`src/rtl/vga_pkg.sv`:
```
// vga_pkg: shared video-timing constants, RAM geometry defaults and the
// blanking-arbiter state type.
package vga_pkg;
    localparam int ACTIVE_LINES = 476;
    localparam int LINE_W       = 9;
    localparam int RAM_AW       = 8;
    localparam int RAM_DW       = 16;

    typedef enum logic {RENDER, GRANT} state_e;

    // Pointer width that stays legal for a single requester.
    function automatic int ptr_w(input int n);
        return (n > 1) ? $clog2(n) : 1;
    endfunction
endpackage

```
`src/rtl/rr_arbiter.sv`:
```
// rr_arbiter: one-hot round-robin pick starting at ptr and wrapping at N;
// reusable for any shared single-port resource.
module rr_arbiter
    import vga_pkg::*;
#(
    parameter int N  = 4,
    parameter int PW = ptr_w(N)
) (
    input  logic          en,
    input  logic [N-1:0]  req,
    input  logic [PW-1:0] ptr,
    output logic [N-1:0]  gnt,
    output logic [PW-1:0] next_ptr
);
    // Later assignments win: wrapped indices first, then indices at or above ptr,
    // each scanned downward so the lowest index in the higher-priority region wins.
    always_comb begin
        gnt      = '0;
        next_ptr = ptr;
        for (int i = N - 1; i >= 0; i--) begin
            if (en && req[i] && PW'(i) < ptr) begin
                gnt      = '0;
                gnt[i]   = 1'b1;
                next_ptr = (i == N - 1) ? '0 : PW'(i + 1);
            end
        end
        for (int i = N - 1; i >= 0; i--) begin
            if (en && req[i] && PW'(i) >= ptr) begin
                gnt      = '0;
                gnt[i]   = 1'b1;
                next_ptr = (i == N - 1) ? '0 : PW'(i + 1);
            end
        end
    end
endmodule

```
`src/rtl/vram_vblank_arbiter.sv`:
```
// vram_vblank_arbiter: renderer owns the sprite RAM during active video; game
// masters share it round-robin during vertical blanking, with a per-frame tick.
module vram_vblank_arbiter #(
    parameter int N_REQ        = 4,
    parameter int AW           = vga_pkg::RAM_AW,
    parameter int DW           = vga_pkg::RAM_DW,
    parameter int ACTIVE_LINES = vga_pkg::ACTIVE_LINES
) (
    input  logic                clk,
    input  logic                rst_n,
    input  logic                V_sync,
    input  logic                VGA_enable,
    input  logic [AW-1:0]       ren_addr,
    input  logic [N_REQ-1:0]    req,
    input  logic [N_REQ-1:0]    req_we,
    input  logic [N_REQ*AW-1:0] req_addr,
    input  logic [N_REQ*DW-1:0] req_wdata,
    output logic [N_REQ-1:0]    gnt,
    output logic [N_REQ-1:0]    rvalid,
    input  logic [DW-1:0]       ram_rdata,
    output logic [AW-1:0]       ram_addr,
    output logic                ram_we,
    output logic [DW-1:0]       ram_wdata,
    output logic                frame_tick,
    output logic                overrun
);
    import vga_pkg::*;

    localparam int PW = ptr_w(N_REQ);
    localparam logic [LINE_W-1:0] LAST_LINE = LINE_W'(ACTIVE_LINES - 1);
    localparam logic [LINE_W-1:0] MAX_LINE  = LINE_W'(ACTIVE_LINES);

    state_e            state_q, state_d;
    logic [LINE_W-1:0] line_cnt_q, line_cnt_d;
    logic [PW-1:0]     rr_ptr_q, rr_ptr_d, next_ptr;
    logic              vs_q, en_q;
    logic              vs_rise, vs_fall, en_rise, en_fall;
    logic              win_open, win_close, arb_en;
    logic              unused_rdata;

    // Read data goes straight from the RAM to its consumers; only rvalid is ours.
    assign unused_rdata = ^ram_rdata;

    assign en_fall = ~VGA_enable & en_q;
    assign en_rise = VGA_enable & ~en_q;
    assign vs_rise = V_sync & ~vs_q;
    assign vs_fall = ~V_sync & vs_q;

    // vs_fall also opens the window so a frame that lost lines still gets its update.
    assign win_open  = (state_q == RENDER) & ((en_fall & (line_cnt_q == LAST_LINE)) | vs_fall);
    assign win_close = (state_q == GRANT) & (vs_rise | en_rise);
    assign state_d   = win_open ? GRANT : win_close ? RENDER : state_q;

    assign line_cnt_d = vs_rise ? '0
                      : (en_fall && line_cnt_q != MAX_LINE) ? line_cnt_q + 1'b1
                      : line_cnt_q;

    assign arb_en   = (state_q == GRANT) & ~vs_rise & ~VGA_enable;
    assign rr_ptr_d = (|gnt) ? next_ptr : rr_ptr_q;

    rr_arbiter #(
        .N  (N_REQ),
        .PW (PW)
    ) u_rr (
        .en       (arb_en),
        .req      (req),
        .ptr      (rr_ptr_q),
        .gnt      (gnt),
        .next_ptr (next_ptr)
    );

    always_comb begin
        ram_addr  = ren_addr;
        ram_we    = 1'b0;
        ram_wdata = '0;
        for (int i = 0; i < N_REQ; i++) begin
            if (gnt[i]) begin
                ram_addr  = req_addr[i*AW +: AW];
                ram_we    = req_we[i];
                ram_wdata = req_wdata[i*DW +: DW];
            end
        end
    end

    always_ff @(posedge clk or negedge rst_n) begin
        if (!rst_n) begin
            state_q    <= RENDER;
            line_cnt_q <= '0;
            rr_ptr_q   <= '0;
            vs_q       <= 1'b1;
            en_q       <= 1'b0;
            rvalid     <= '0;
            frame_tick <= 1'b0;
            overrun    <= 1'b0;
        end else begin
            state_q    <= state_d;
            line_cnt_q <= line_cnt_d;
            rr_ptr_q   <= rr_ptr_d;
            vs_q       <= V_sync;
            en_q       <= VGA_enable;
            rvalid     <= gnt & ~req_we;
            frame_tick <= win_open;
            overrun    <= overrun | (win_close & (|req));
        end
    end
endmodule

```
`config.mk`:
```
export PLATFORM = sky130hd
export DESIGN_NAME = vram_vblank_arbiter
export DESIGN_NICKNAME = d
export VERILOG_FILES = /design/src/rtl/vga_pkg.sv /design/src/rtl/rr_arbiter.sv /design/src/rtl/vram_vblank_arbiter.sv
export SDC_FILE = /design/constraint.sdc
export NUM_CORES = 1
export LEC_CHECK = 0
export ABC_AREA = 1
export BUFFER_PORTS_ARGS = -buffer_cell sky130_fd_sc_hd__buf_2
export CORE_ASPECT_RATIO = 1.5
export CORE_UTILIZATION = 25
export CTS_CLUSTER_DIAMETER = 120
export DETAILED_ROUTE_END_ITERATION = 10
export GPL_ROUTABILITY_DRIVEN = 1
export PLACE_DENSITY_LB_ADDON = 0.08
export SYNTH_ARGS = -nofsm -noshare
export SYNTH_HDL_FRONTEND = slang
export SYNTH_SLANG_ARGS = --single-unit
```
`constraint.sdc`:
```
create_clock -name clk -period 4.4 [get_ports clk]
set_input_delay 0.66 -clock clk [delete_from_list [all_inputs] [get_ports clk]]
set_output_delay 0.66 -clock clk [all_outputs]
set_load 0.05 [all_outputs]
```
==> results.json <==
{
  "drtIter0Drc": 79,
  "critPathCaptureType": "output pin",
  "grt_pass1_vias": 2591,
  "diodes": 0,
  "synthCells": 335,
  "cts-root-buf": "clkbuf_16",
  "r2r_start": "vs_q",
  "rows": 40,
  "synth_edf_count": 0,
  "portBuffers": 150,
  "drt_pass1_iterations": 6,
  "yosys.area.top_type_share_pct": 23.4,
  "final_layout_size_suffix_gt1_share_pct": 37.7,
  "seq_area_um2": 502,
  "synth_ff_type": "dfrtp_1",
  "fin_setup_tns_ps": 0,
  "remaining_drc_errors": 0,
  "track_usage_pct": 16.6,
  "gr-usage-met1_pct": 18.5,
  "timing.fmax_ghz": 0.303,
  "clock_skew_ps": 4.61,
  "cp-start-kind": "primary input",
  "p_leak_nw": 1.67,
  "critPathRequiredTime_ps": 3740,
  "reg2reg_slack_ps": 2380,
  "fp.coreArea_um2": 8010,
  "die_y_um": 113,
  "fill_cells": 924,
  "timing.rr.end": "rr_ptr_q[0]",
  "wl_per_cell_um": 12.3,
  "nNetsFinal": 613,
  "tightest_slew_ps": 450,
  "grt_use_met2_pct": 32.1,
  "hold_path.class": "primary input to async pin",
  "drv_cap": 0,
  "synth_fp_nets": 469,
  "gp_congestion": 0.796,
  "r2r_cells": 11,
  "post-route-min-period_ps": 3300,
  "ys_ff_latch": 20,
  "grt_pass1_wl_um": 11800,
  "rsz0062_at_grt": "no",
  "worstSetupEndpoint": "ram_wdata[2]",
  "cts-buffers-inserted": 3,
  "synthDistinctLibCells": 36,
  "multiInputGateArea_um2": 1290,
  "chipWidth_um": 76.3,
  "cts_tree": "done",
  "vias_per_cell": 4.50,
  "clock_sinks": 20,
  "p_per_area_nw_per_um2": 352,
  "drt-total-wl_um": 7150,
  "synthArstFlopShare_pct": 100,
  "antenna_left": 0,
  "clk_latency_ps": 250,
  "worst_slack_ps": 1100,
  "max-clock-path-buffers": 2,
  "avgSynthCellArea_um2": 6.18,
  "synth_top_area_cell": "nand2_1",
  "io_pins": 167,
  "hpwl_um": 5720,
  "busiest_layer": "met2",
  "cts_hold_buf": 0,
  "yosys-top-cells-area": "nand2_1 23%, dfrtp_1 23%, inv_1 7.3%",
  "path_clk_slew_ps": 60,
  "start_util_pct": 25.9,
  "hold_viol": 0,
  "dp_slack_ps": 1040,
  "overflow": 0,
  "use_met3_pct": 3.76,
  "crit_arrival_ps": 2640,
  "synth_area_um2": 2070,
  "period_share_pct": 74.9,
  "max_slew_margin_pct": 70.0,
  "startpoint": "V_sync",
  "cp_max_fo": 22,
  "post_cts_buffers": 0,
  "yosysSeqAreaShare_pct": 24.2,
  "antenna_found_initial": 0,
  "criticalPathCategory": "primary input to output pin",
  "vias": 2621,
  "cts.htree.levels": 1,
  "setup_violations": 0,
  "ir_worst_vdd_mv": 0.204,
  "status": "finished, final reports clean",
  "area_delta_synth_final_pct": 43.4,
  "grt_max_degree": 28,
  "drv_slew": 0,
  "yosys_warnings": 0,
  "cts_resized": 0,
  "die_area_um2": 8660
}
==> critical path, stage by stage <==
cell and delay, ps:
buf_2 120, nand2_4 140, nand3_4 130, inv_2 50, nand2_4 230, nand2_2 130
nor2_2 110, nand2_2 240, inv_2 360, nand2_1 90, nand4_1 100, buf_2 270
==> placed cells by master (no fill, tap or decap), types with 6 or more instances in the layout <==
cell type	count
a21oi_1	7
buf_2	150
dfrtp_1	19
inv_1	40
inv_2	6
nand2_1	129
nand3_1	25
nand3b_1	8
nand4_1	18
nor2_1	16
o21ai_0	14
==> where the power goes <==
group	switching, mW	leakage (nW)	internal [mW]	total (mW)
logic	0.422	1.36	0.155	0.576
clock network	0.0705	0.0511	0.181	0.251
registers	0.0140	0.258	0.204	0.218
total	0.506	1.67	0.539	1.05
==> sequential cells by signal, indices dropped and copies added (netlist names) <==
name        count
rr_ptr_q        2
line_cnt_q      9
frame_tick      1
overrun         1
rvalid          4
state_q         1
vs_q            1
en_q            1
==> final cells by class <==
class,instances,share of cell area [%]
Sequential cell,20,16.9
Clock buffer,3,2.53
Tap cell,105,4.42
Multi-Input combinational cell,256,43.6
Timing Repair Buffer,151,25.5
Inverter,47,6.03
Clock inverter,1,1.01
==> stage by stage <==
step                      area [um^2]  instances  hold slack (ps)  util, %  total power, mW
after global placement           2860        579              438     35.8            0.803
after global routing             2970        583              396     37.1             1.11
final                            2970        583              348     37.1             1.05
after floorplan                  2070        335              364        -            0.654
after detailed placement         2860        579              439     35.8            0.804
after CTS                        2970        583              370     37.1             1.06
==> synthesized netlist by cell type, types with 3 or more instances <==
library cell and number:
nand3b_1 8, inv_2 6, nand2_2 4, xor2_1 3, o21ai_0 14, inv_1 40
nor3_1 5, a21oi_1 7, nand2_4 5, nand3_1 25, a31oi_1 3, buf_2 5
nand4_1 18, nor2_1 16, nand2_1 129, buf_6 5, dfrtp_1 19
==> how the worst min path moves through the flow <==
stage,from,endpoint,slack [ps],cells after the start
floorplan,rst_n,en_q,360,0
global placement,state_q,frame_tick,440,1
detailed placement,state_q,frame_tick,440,1
CTS,rst_n,line_cnt_q[4],370,1
global route,rst_n,rr_ptr_q[0],400,1
finish,rst_n,rr_ptr_q[0],350,1
==> cells by family after synthesis <==
family | Yosys count | share of synthesized area [%]
buffers and inverters | 59 | 13.3
AOI/OAI and AO/OA | 32 | 8.76
adders and majority gates | 2 | 1.21
xor gates and xnor gates | 3 | 1.27
and+or+nand+nor | 219 | 51.2
DFF | 20 | 24.2
==> metal layers <==
layer / up-vias / part of all wire [%]
li1: 1360 / -
met1: 1154 / 39
met2: 103 / 53
met3: 4 / 7.2
met4: 0 / 0.46
met5: - / 0
Power figures use the tool's default switching activity.
